### config.mk
export PLATFORM = sky130hd
export DESIGN_NAME = uart_tx_arbiter
export DESIGN_NICKNAME = d
export VERILOG_FILES = /design/src/rtl/uart_tx_arbiter_pkg.sv /design/src/rtl/uart_tx_arbiter_rr_picker.sv /design/src/rtl/uart_tx_arbiter.sv
export SDC_FILE = /design/constraint.sdc
export NUM_CORES = 1
export LEC_CHECK = 0
export ABC_AREA = 0
export CAP_MARGIN = 15
export CORE_MARGIN = 2
export CORE_UTILIZATION = 30
export CTS_BUF_LIST = sky130_fd_sc_hd__clkbuf_8
export DETAILED_ROUTE_END_ITERATION = 10
export HOLD_SLACK_MARGIN = 0.15
export SYNTH_ARGS = -nofsm -noshare
export SYNTH_HDL_FRONTEND = slang
export SYNTH_SLANG_ARGS = --single-unit
### constraint.sdc
create_clock -name clk -period 1.9 [get_ports clk]
set_input_delay 0.19 -clock clk [delete_from_list [all_inputs] [get_ports clk]]
set_output_delay 0.19 -clock clk [all_outputs]
set_load 0.03 [all_outputs]
### src/rtl/uart_tx_arbiter_pkg.sv
// Shared types for the UART transmit arbiter: byte/bit aliases and the sequencer states.
package uart_tx_arbiter_pkg;

  typedef logic       bit_t;
  typedef logic [7:0] uint8_t;

  typedef enum logic [1:0] {
    IDLE      = 2'd0,
    LAUNCH    = 2'd1,
    WAIT_DONE = 2'd2
  } arb_state_e;

endpackage

### src/rtl/uart_tx_arbiter_rr_picker.sv
// Combinational round-robin picker: first set request at or after ptr, wrapping.
module uart_tx_arbiter_rr_picker
  import uart_tx_arbiter_pkg::*;
#(
  parameter  int NUM_REQ = 4,
  localparam int REQ_W   = $clog2(NUM_REQ)
) (
  input  logic [NUM_REQ-1:0] req,
  input  logic [REQ_W-1:0]   ptr,
  output logic               valid,
  output logic [REQ_W-1:0]   win
);

  logic [NUM_REQ-1:0]            hit;
  logic [NUM_REQ-1:0][REQ_W-1:0] rot_idx;

  // rot_idx[gi] is the requester sitting gi places after the pointer.
  for (genvar gi = 0; gi < NUM_REQ; gi++) begin : g_rot
    logic [REQ_W:0] sum;
    assign sum = {1'b0, ptr} + (REQ_W+1)'(gi);
    assign rot_idx[gi] = (sum >= (REQ_W+1)'(NUM_REQ)) ? REQ_W'(sum - (REQ_W+1)'(NUM_REQ))
                                                      : sum[REQ_W-1:0];
    assign hit[gi] = req[rot_idx[gi]];
  end

  always_comb begin
    valid = |req;
    win   = '0;
    for (int i = NUM_REQ - 1; i >= 0; i--) begin
      if (hit[i]) win = rot_idx[i];
    end
  end

endmodule

### src/rtl/uart_tx_arbiter.sv
// Shares one uart_transmitter among NUM_REQ byte producers: round-robin grant,
// launch with timeout, wait for the frame to drain, then ack the owner.
module uart_tx_arbiter
  import uart_tx_arbiter_pkg::*;
#(
  parameter  int NUM_REQ        = 4,
  parameter  int LAUNCH_TIMEOUT = 16,
  localparam int REQ_W          = $clog2(NUM_REQ)
) (
  input  logic                 clk,
  input  logic                 reset,
  input  logic [NUM_REQ-1:0]   req,
  input  logic [NUM_REQ*8-1:0] req_data,
  output logic [NUM_REQ-1:0]   ack,
  output logic                 tx_transmit,
  output logic [7:0]           tx_data,
  input  logic                 tx_busy,
  output logic                 active,
  output logic [REQ_W-1:0]     grant_id,
  output logic                 timeout_err
);

  localparam int CNT_W = $clog2(LAUNCH_TIMEOUT + 1);

  localparam logic [1:0] ST_IDLE      = IDLE;
  localparam logic [1:0] ST_LAUNCH    = LAUNCH;
  localparam logic [1:0] ST_WAIT_DONE = WAIT_DONE;

  logic [1:0]         state_reg;
  logic [REQ_W-1:0]   ptr_reg;
  logic [CNT_W-1:0]   cnt_reg;
  logic [NUM_REQ-1:0] ack_reg;
  logic               tx_transmit_reg;
  uint8_t             tx_data_reg;
  logic               active_reg;
  logic [REQ_W-1:0]   grant_id_reg;
  logic               timeout_err_reg;

  bit_t               pick_valid;
  logic [REQ_W-1:0]   pick_id;
  uint8_t             req_byte [NUM_REQ];

  for (genvar gi = 0; gi < NUM_REQ; gi++) begin : g_bytes
    assign req_byte[gi] = req_data[gi*8 +: 8];
  end

  uart_tx_arbiter_rr_picker #(
    .NUM_REQ (NUM_REQ)
  ) u_rr_picker (
    .req   (req),
    .ptr   (ptr_reg),
    .valid (pick_valid),
    .win   (pick_id)
  );

  function automatic logic [REQ_W-1:0] wrap_inc(input logic [REQ_W-1:0] id);
    return (id == REQ_W'(NUM_REQ - 1)) ? '0 : id + 1'b1;
  endfunction

  always_ff @(posedge clk or negedge reset) begin
    if (!reset) begin
      state_reg       <= ST_IDLE;
      ptr_reg         <= '0;
      cnt_reg         <= '0;
      ack_reg         <= '0;
      tx_transmit_reg <= 1'b0;
      tx_data_reg     <= '0;
      active_reg      <= 1'b0;
      grant_id_reg    <= '0;
      timeout_err_reg <= 1'b0;
    end else begin
      ack_reg         <= '0;
      timeout_err_reg <= 1'b0;
      case (state_reg)
        ST_IDLE: begin
          // A busy transmitter is still draining someone's frame; hold off.
          if (pick_valid && !tx_busy) begin
            tx_data_reg  <= req_byte[pick_id];
            grant_id_reg <= pick_id;
            active_reg   <= 1'b1;
            cnt_reg      <= '0;
            state_reg    <= ST_LAUNCH;
          end
        end
        ST_LAUNCH: begin
          if (tx_busy) begin
            tx_transmit_reg <= 1'b0;
            cnt_reg         <= '0;
            state_reg       <= ST_WAIT_DONE;
          end else if (cnt_reg == CNT_W'(LAUNCH_TIMEOUT - 1)) begin
            timeout_err_reg <= 1'b1;
            tx_transmit_reg <= 1'b0;
            active_reg      <= 1'b0;
            ptr_reg         <= wrap_inc(grant_id_reg);
            cnt_reg         <= '0;
            state_reg       <= ST_IDLE;
          end else begin
            tx_transmit_reg <= 1'b1;
            cnt_reg         <= cnt_reg + 1'b1;
          end
        end
        ST_WAIT_DONE: begin
          if (!tx_busy) begin
            ack_reg[grant_id_reg] <= 1'b1;
            active_reg            <= 1'b0;
            ptr_reg               <= wrap_inc(grant_id_reg);
            state_reg             <= ST_IDLE;
          end
        end
        default: state_reg <= ST_IDLE;
      endcase
    end
  end

  assign ack         = ack_reg;
  assign tx_transmit = tx_transmit_reg;
  assign tx_data     = tx_data_reg;
  assign active      = active_reg;
  assign grant_id    = grant_id_reg;
  assign timeout_err = timeout_err_reg;

endmodule

; ---- Word level (Yosys, flattened, before mapping)
; Cells that the tools add are included.
; Widths: inputs -> output; s select.
[totals]
elab_cells = 99
in_bits = 39
out_inout_bits = 17
reg_bits = 26
[op_classes]
eq_ne = 9
bitwise = 1
n_reduce_logical = 13
n_mux = 47
order_cmp = 11
add_sub_neg = 9
[ops]
columns = op, n
row1 = $mux 2, 16
row2 = $bmux 8 s2, 1
row3 = $mux 8, 2
row4 = $lt 2x3->1 const B, 5
row5 = $mux 5, 3
row6 = $mux 1, 14
row7 = $ge 3x3->1 const B, 4
row8 = $pmux 5 s2, 1
row9 = $bmux 1 s2, 4
row10 = $mux 4, 2
row11 = $ne 2x2->1 const B, 4
row12 = $sub 2x1->2 const B, 4
row13 = $add 2x2->3 const B, 2
row14 = $pmux 2 s3, 1
row15 = $add 5x1->5 const B, 1
row16 = $eq 5x4->1 const B, 1
row17 = $reduce_and 5->1, 1
row18 = $eq 2x2->1 const B, 2
row19 = $pmux 2 s2, 1
row20 = $reduce_and 2->1, 2
row21 = $reduce_and 4->1, 1
row22 = $reduce_bool 2->1, 2
row23 = $reduce_or 4->1, 1
row24 = $add 2x1->3 const B, 1
row25 = 13 further kinds, 14

; ---- Depth between registers and ports, before layout
; Gate-level depths: netlist of run 1.
[logic_depth]
word_depth = 13
mapped_depth = 8

; ---- Cells and area by module
; A second synthesis of run 1 with hierarchy kept.
[hier_totals]
cells_unflattened = 121
hier_area_um2 = 1525.2
[by_module_without_submodules]
columns = mod, instances, cells_each, seq_area_each_um2, area_per_inst_um2
row1 = uart_tx_arbiter, 1, 108, 650.6, 1447.6
row2 = uart_tx_arbiter_rr_picker, 1, 13, 0.0, 77.6

; ---- Least setup slack after synthesis of run 1
; OpenSTA, ideal clock, no wires.
[synth_timing]
path_type = flip-flop to flip-flop
from = register state_reg[1]
to = register cnt_reg[2]
path_stages_with_launch = 9
setup_time_ns = 0.066
arrival_time_ns = 1.864
required_ns = 1.834
n_path_buf = 1
setup_slack_ns = -0.030
period_less_slack_ns = 1.930
path_cell_list = dfrtp_1 -> inv_1 -> ha_1 -> inv_1 -> or3_1 -> buf_2 -> a21boi_4 -> or4b_1 -> nand2_1
[synth_between]
elab_chain_len = 3
word_cells_on_any_way = 6
cone_classes = eq/ne (2) / mux (1) / reduce/logical (3)
[synth_rtl]
columns = element, line_no
row1 = start: declaration, uart_tx_arbiter.sv:29  ; logic [1:0] state_reg;
row2 = start signal: assignment, uart_tx_arbiter.sv:62  ; state_reg <= ST_IDLE;
row3 = start signal: assignment, uart_tx_arbiter.sv:82  ; state_reg <= ST_LAUNCH;
row4 = start signal: assignment, uart_tx_arbiter.sv:89  ; state_reg <= ST_WAIT_DONE;
row5 = $eq 2x1->1 or $logic_not 2->1 (tied branches), uart_tx_arbiter.sv:74  ; case (state_reg)
row6 = $reduce_bool 2->1 (no line) or $ne 2x2->1 (tied branches), n/a
row7 = $reduce_and 2->1 (no line), n/a
row8 = end signal: assignment, uart_tx_arbiter.sv:99  ; cnt_reg <= cnt_reg + 1'b1;
row9 = end: declaration, uart_tx_arbiter.sv:31  ; logic [CNT_W-1:0] cnt_reg;
; Several ways; a longest one is shown, not always the timed one.
; A chain may end at the register's enable or synchronous reset.

; ---- Worst setup path in the final report of run 1
; Same ends and word-level chain as after synthesis.

==> qor.yml, run 1 <==
rsz0062_at_grt: "false"
finalSetupViolCount: 0
start_util_pct: 31.2
worstPathMaxFanout: 5
synthDistinctLibCells: 33
layout-drive-gt1-share_pct: 16.2
grt_pass1_vias: 1195
final_util_pct: 48.5
clk_path_buf_depth: 2
cts-hold-fix-buffers: 0
vias_per_cell: 4.57
power.density_mw_per_mm2: 1260
max_freq_mhz: 553
pwr-share-comb_pct: 58.0
drc: 0
grt_use_total_pct: 13.0
min_period_ns: 1.81
globalRoute.totalOverflow: 0
internal-power_mw: 1.75
final_cell_mix: "55 x clkdlybuf4s50_1, 26 x dfrtp_1, 17 x buf_4"
antenna_cells: 0
maxSlewHeadroom_pct: 77.4
cp.arrival_ns: 2.02
report.final.hold_viol_count: 0
root_buffer: "clkbuf_8"
syn_avg_cell_area_um2: 10.1
slew_viol_final: 0
synth_fp_nets: 194
design_area_mm2: 0.00231
dp_cells: 279
cts_buffers: 3
stdcell_count: 283
p_sw_mw: 1.17
syn2layout_area_growth_pct: 55.7
worst_setup_path_start_kind: "flip-flop"
wl_per_cell_um: 12.2
drt_wl_total_um: 3460
tightest_slew_ns: 0.339
max-vdd-ir-drop_mv: 0.486
synth-seq-area-share_pct: 43.9
core-area_mm2: 0.00475
largest_register_ffs: 8
grt_pass1_wl_um: 5550
final_nets: 265
insertion_delay_ns: 0.27
hpwl_um: 2650
yosys_warnings: 0
post-cts-setup-buffers: 0
cts.sinks: 26
fin_hold_ws_ns: 0.289
post-route-period-util_pct: 95.1
ios: 56
clkPwrFrac_pct: 12.4
dieArea_mm2: 0.00552
die_w_um: 74.3
synthesis.area_mm2: 0.00148
antenna_left: 0
drv_cap: 0
antenna_found_initial: 0
final_common_cell: "clkdlybuf4s50_1"
seqPwrFrac_pct: 29.6
h-tree-depth: 1
cp-end-kind: "flip-flop"
portBuffers: 55
die_h_um: 74.3
grt_max_degree: 27
drt_iter0_markers: 33
p_leak_nw: 1.09
run_status: "completed"
synth_seq_cells: 26
cts.reportedPaths.clkPinSlew_ns: 0.09
num_vias: 1292
rows: 25
fin_skew_ns: 0.00260
dr.pass1.iters: 4
cp.required_ns: 2.12
place_area_mm2: 0.00223
place.gp.congestion: 0.713
hold_class: "in2async"
postSynthCellCount: 146
cts_tree: "done"
worst-setup-path-type: "reg2reg"
p_sw_share_pct: 40.2
[metrics by stage]
stage | power (mW) | setup TNS (ns) | setup slack [ns]
4_1_cts | 2.91 | 0 | 0.00384
2_1_floorplan | 1.84 | -0.00675 | -0.00675
3_3_place_gp | 2.52 | -0.328 | -0.0898
6_report | 2.92 | 0 | 0.0931
5_1_grt | 3.12 | 0 | 0.00279
3_5_place_dp | 2.53 | -0.851 | -0.146
[cells in the mapped netlist (all sizes together)]
master	number	area [um^2]
o21a	1	7.51
o41ai	2	17.5
o22ai	2	12.5
mux2i	16	160
a22o	1	8.76
buf	4	31.3
nand3	1	5.00
inv	9	33.8
o21ai	6	30.0
nor2b	4	25.0
or2	1	6.26
o221a	1	11.3
nor4	1	6.26
a21boi	1	18.8
o221ai	8	70.1
clkbuf	3	11.3
nand4b	1	8.76
dfrtp	26	651
mux2	3	33.8
nand2	14	52.6
nor2	13	48.8
or3	1	6.26
nor3	1	5.00
o31ai	1	7.51
ha	9	113
a21oi	5	25.0
or4b	1	10.0
a31oi	1	6.26
a21o	2	15.0
and2	4	25.0
nand2b	3	18.8
[power by group through the flow]
stage	combinational [mW]	clock (mW)	sequential (mW)
final	1.69	0.363	0.863
after CTS	1.67	0.377	0.861
after global placement	1.66	0	0.864
after floorplan	0.733	0	1.11
after global routing	1.84	0.399	0.889
after detailed placement	1.66	0	0.869
[cell type report]
| class | instances | area (um^2) |
|---|---|---|
| timing repair buffer | 73 | 698 |
| clock buffer | 4 | 55.1 |
| fill | 459 | 2450 |
| sequential | 26 | 651 |
| tap | 67 | 83.8 |
| inverter | 9 | 33.8 |
| multi-input combinational | 104 | 786 |
[repair_timing]
action                                  in CTS  in global routing
endpoints found under the setup margin       1                  9
pin swaps                                    0                  1
resized for setup                            1                  5
[critical path: stages, from the launching register on]
cell and delay, ns:
dfrtp_1 0.41, inv_2 0.09, ha_4 0.14, inv_2 0.04, or3_4 0.39, a21boi_4 0.16
or4b_1 0.46, nand2_1 0.07
[cell families (layout without fill, tap and decap cells)]
kind of cell	Yosys count	count (layout)	synth area share, %
muxes	19	19	13.1
adders and majority gates	9	9	7.60
DFF	26	26	43.9
AOI/OAI and AO/OA	31	31	15.5
and+or+nand+nor	45	45	14.7
buffers and inverters	16	86	5.15
[path summary, 6_finish.rpt]
path	slack (ns)	to	cells past startpoint	start
worst max-delay path	0.09	cnt_reg[2]$_DFFE_PN0P_	7	state_reg[1]$_DFFE_PN0P_
worst min-delay path	0.29	active$_DFFE_PN0P_	2	reset
worst max register to register	0.09	cnt_reg[2]$_DFFE_PN0P_	7	state_reg[1]$_DFFE_PN0P_
worst min register to register	0.48	cnt_reg[4]$_DFFE_PN0P_	1	cnt_reg[4]$_DFFE_PN0P_
max in group asynchronous	1.36	cnt_reg[2]$_DFFE_PN0P_	2	reset
min in group clk	0.48	cnt_reg[4]$_DFFE_PN0P_	1	cnt_reg[4]$_DFFE_PN0P_
[per-layer routing]
layer | wire [um] | global-route usage, %
met3 | 217 | 4.47
met5 | 0 | 0
met2 | 1670 | 21.5
met1 | 1560 | 16.9
met4 | 15 | 1.79
(Power assumes the default switching activity.)
==> inputs of run 2 (changes only) <==
- HOLD_SLACK_MARGIN: 0.15 -> 0.12
==> results of run 2 <==
The final DEF is identical to that of run 1; final timing and power are the same.
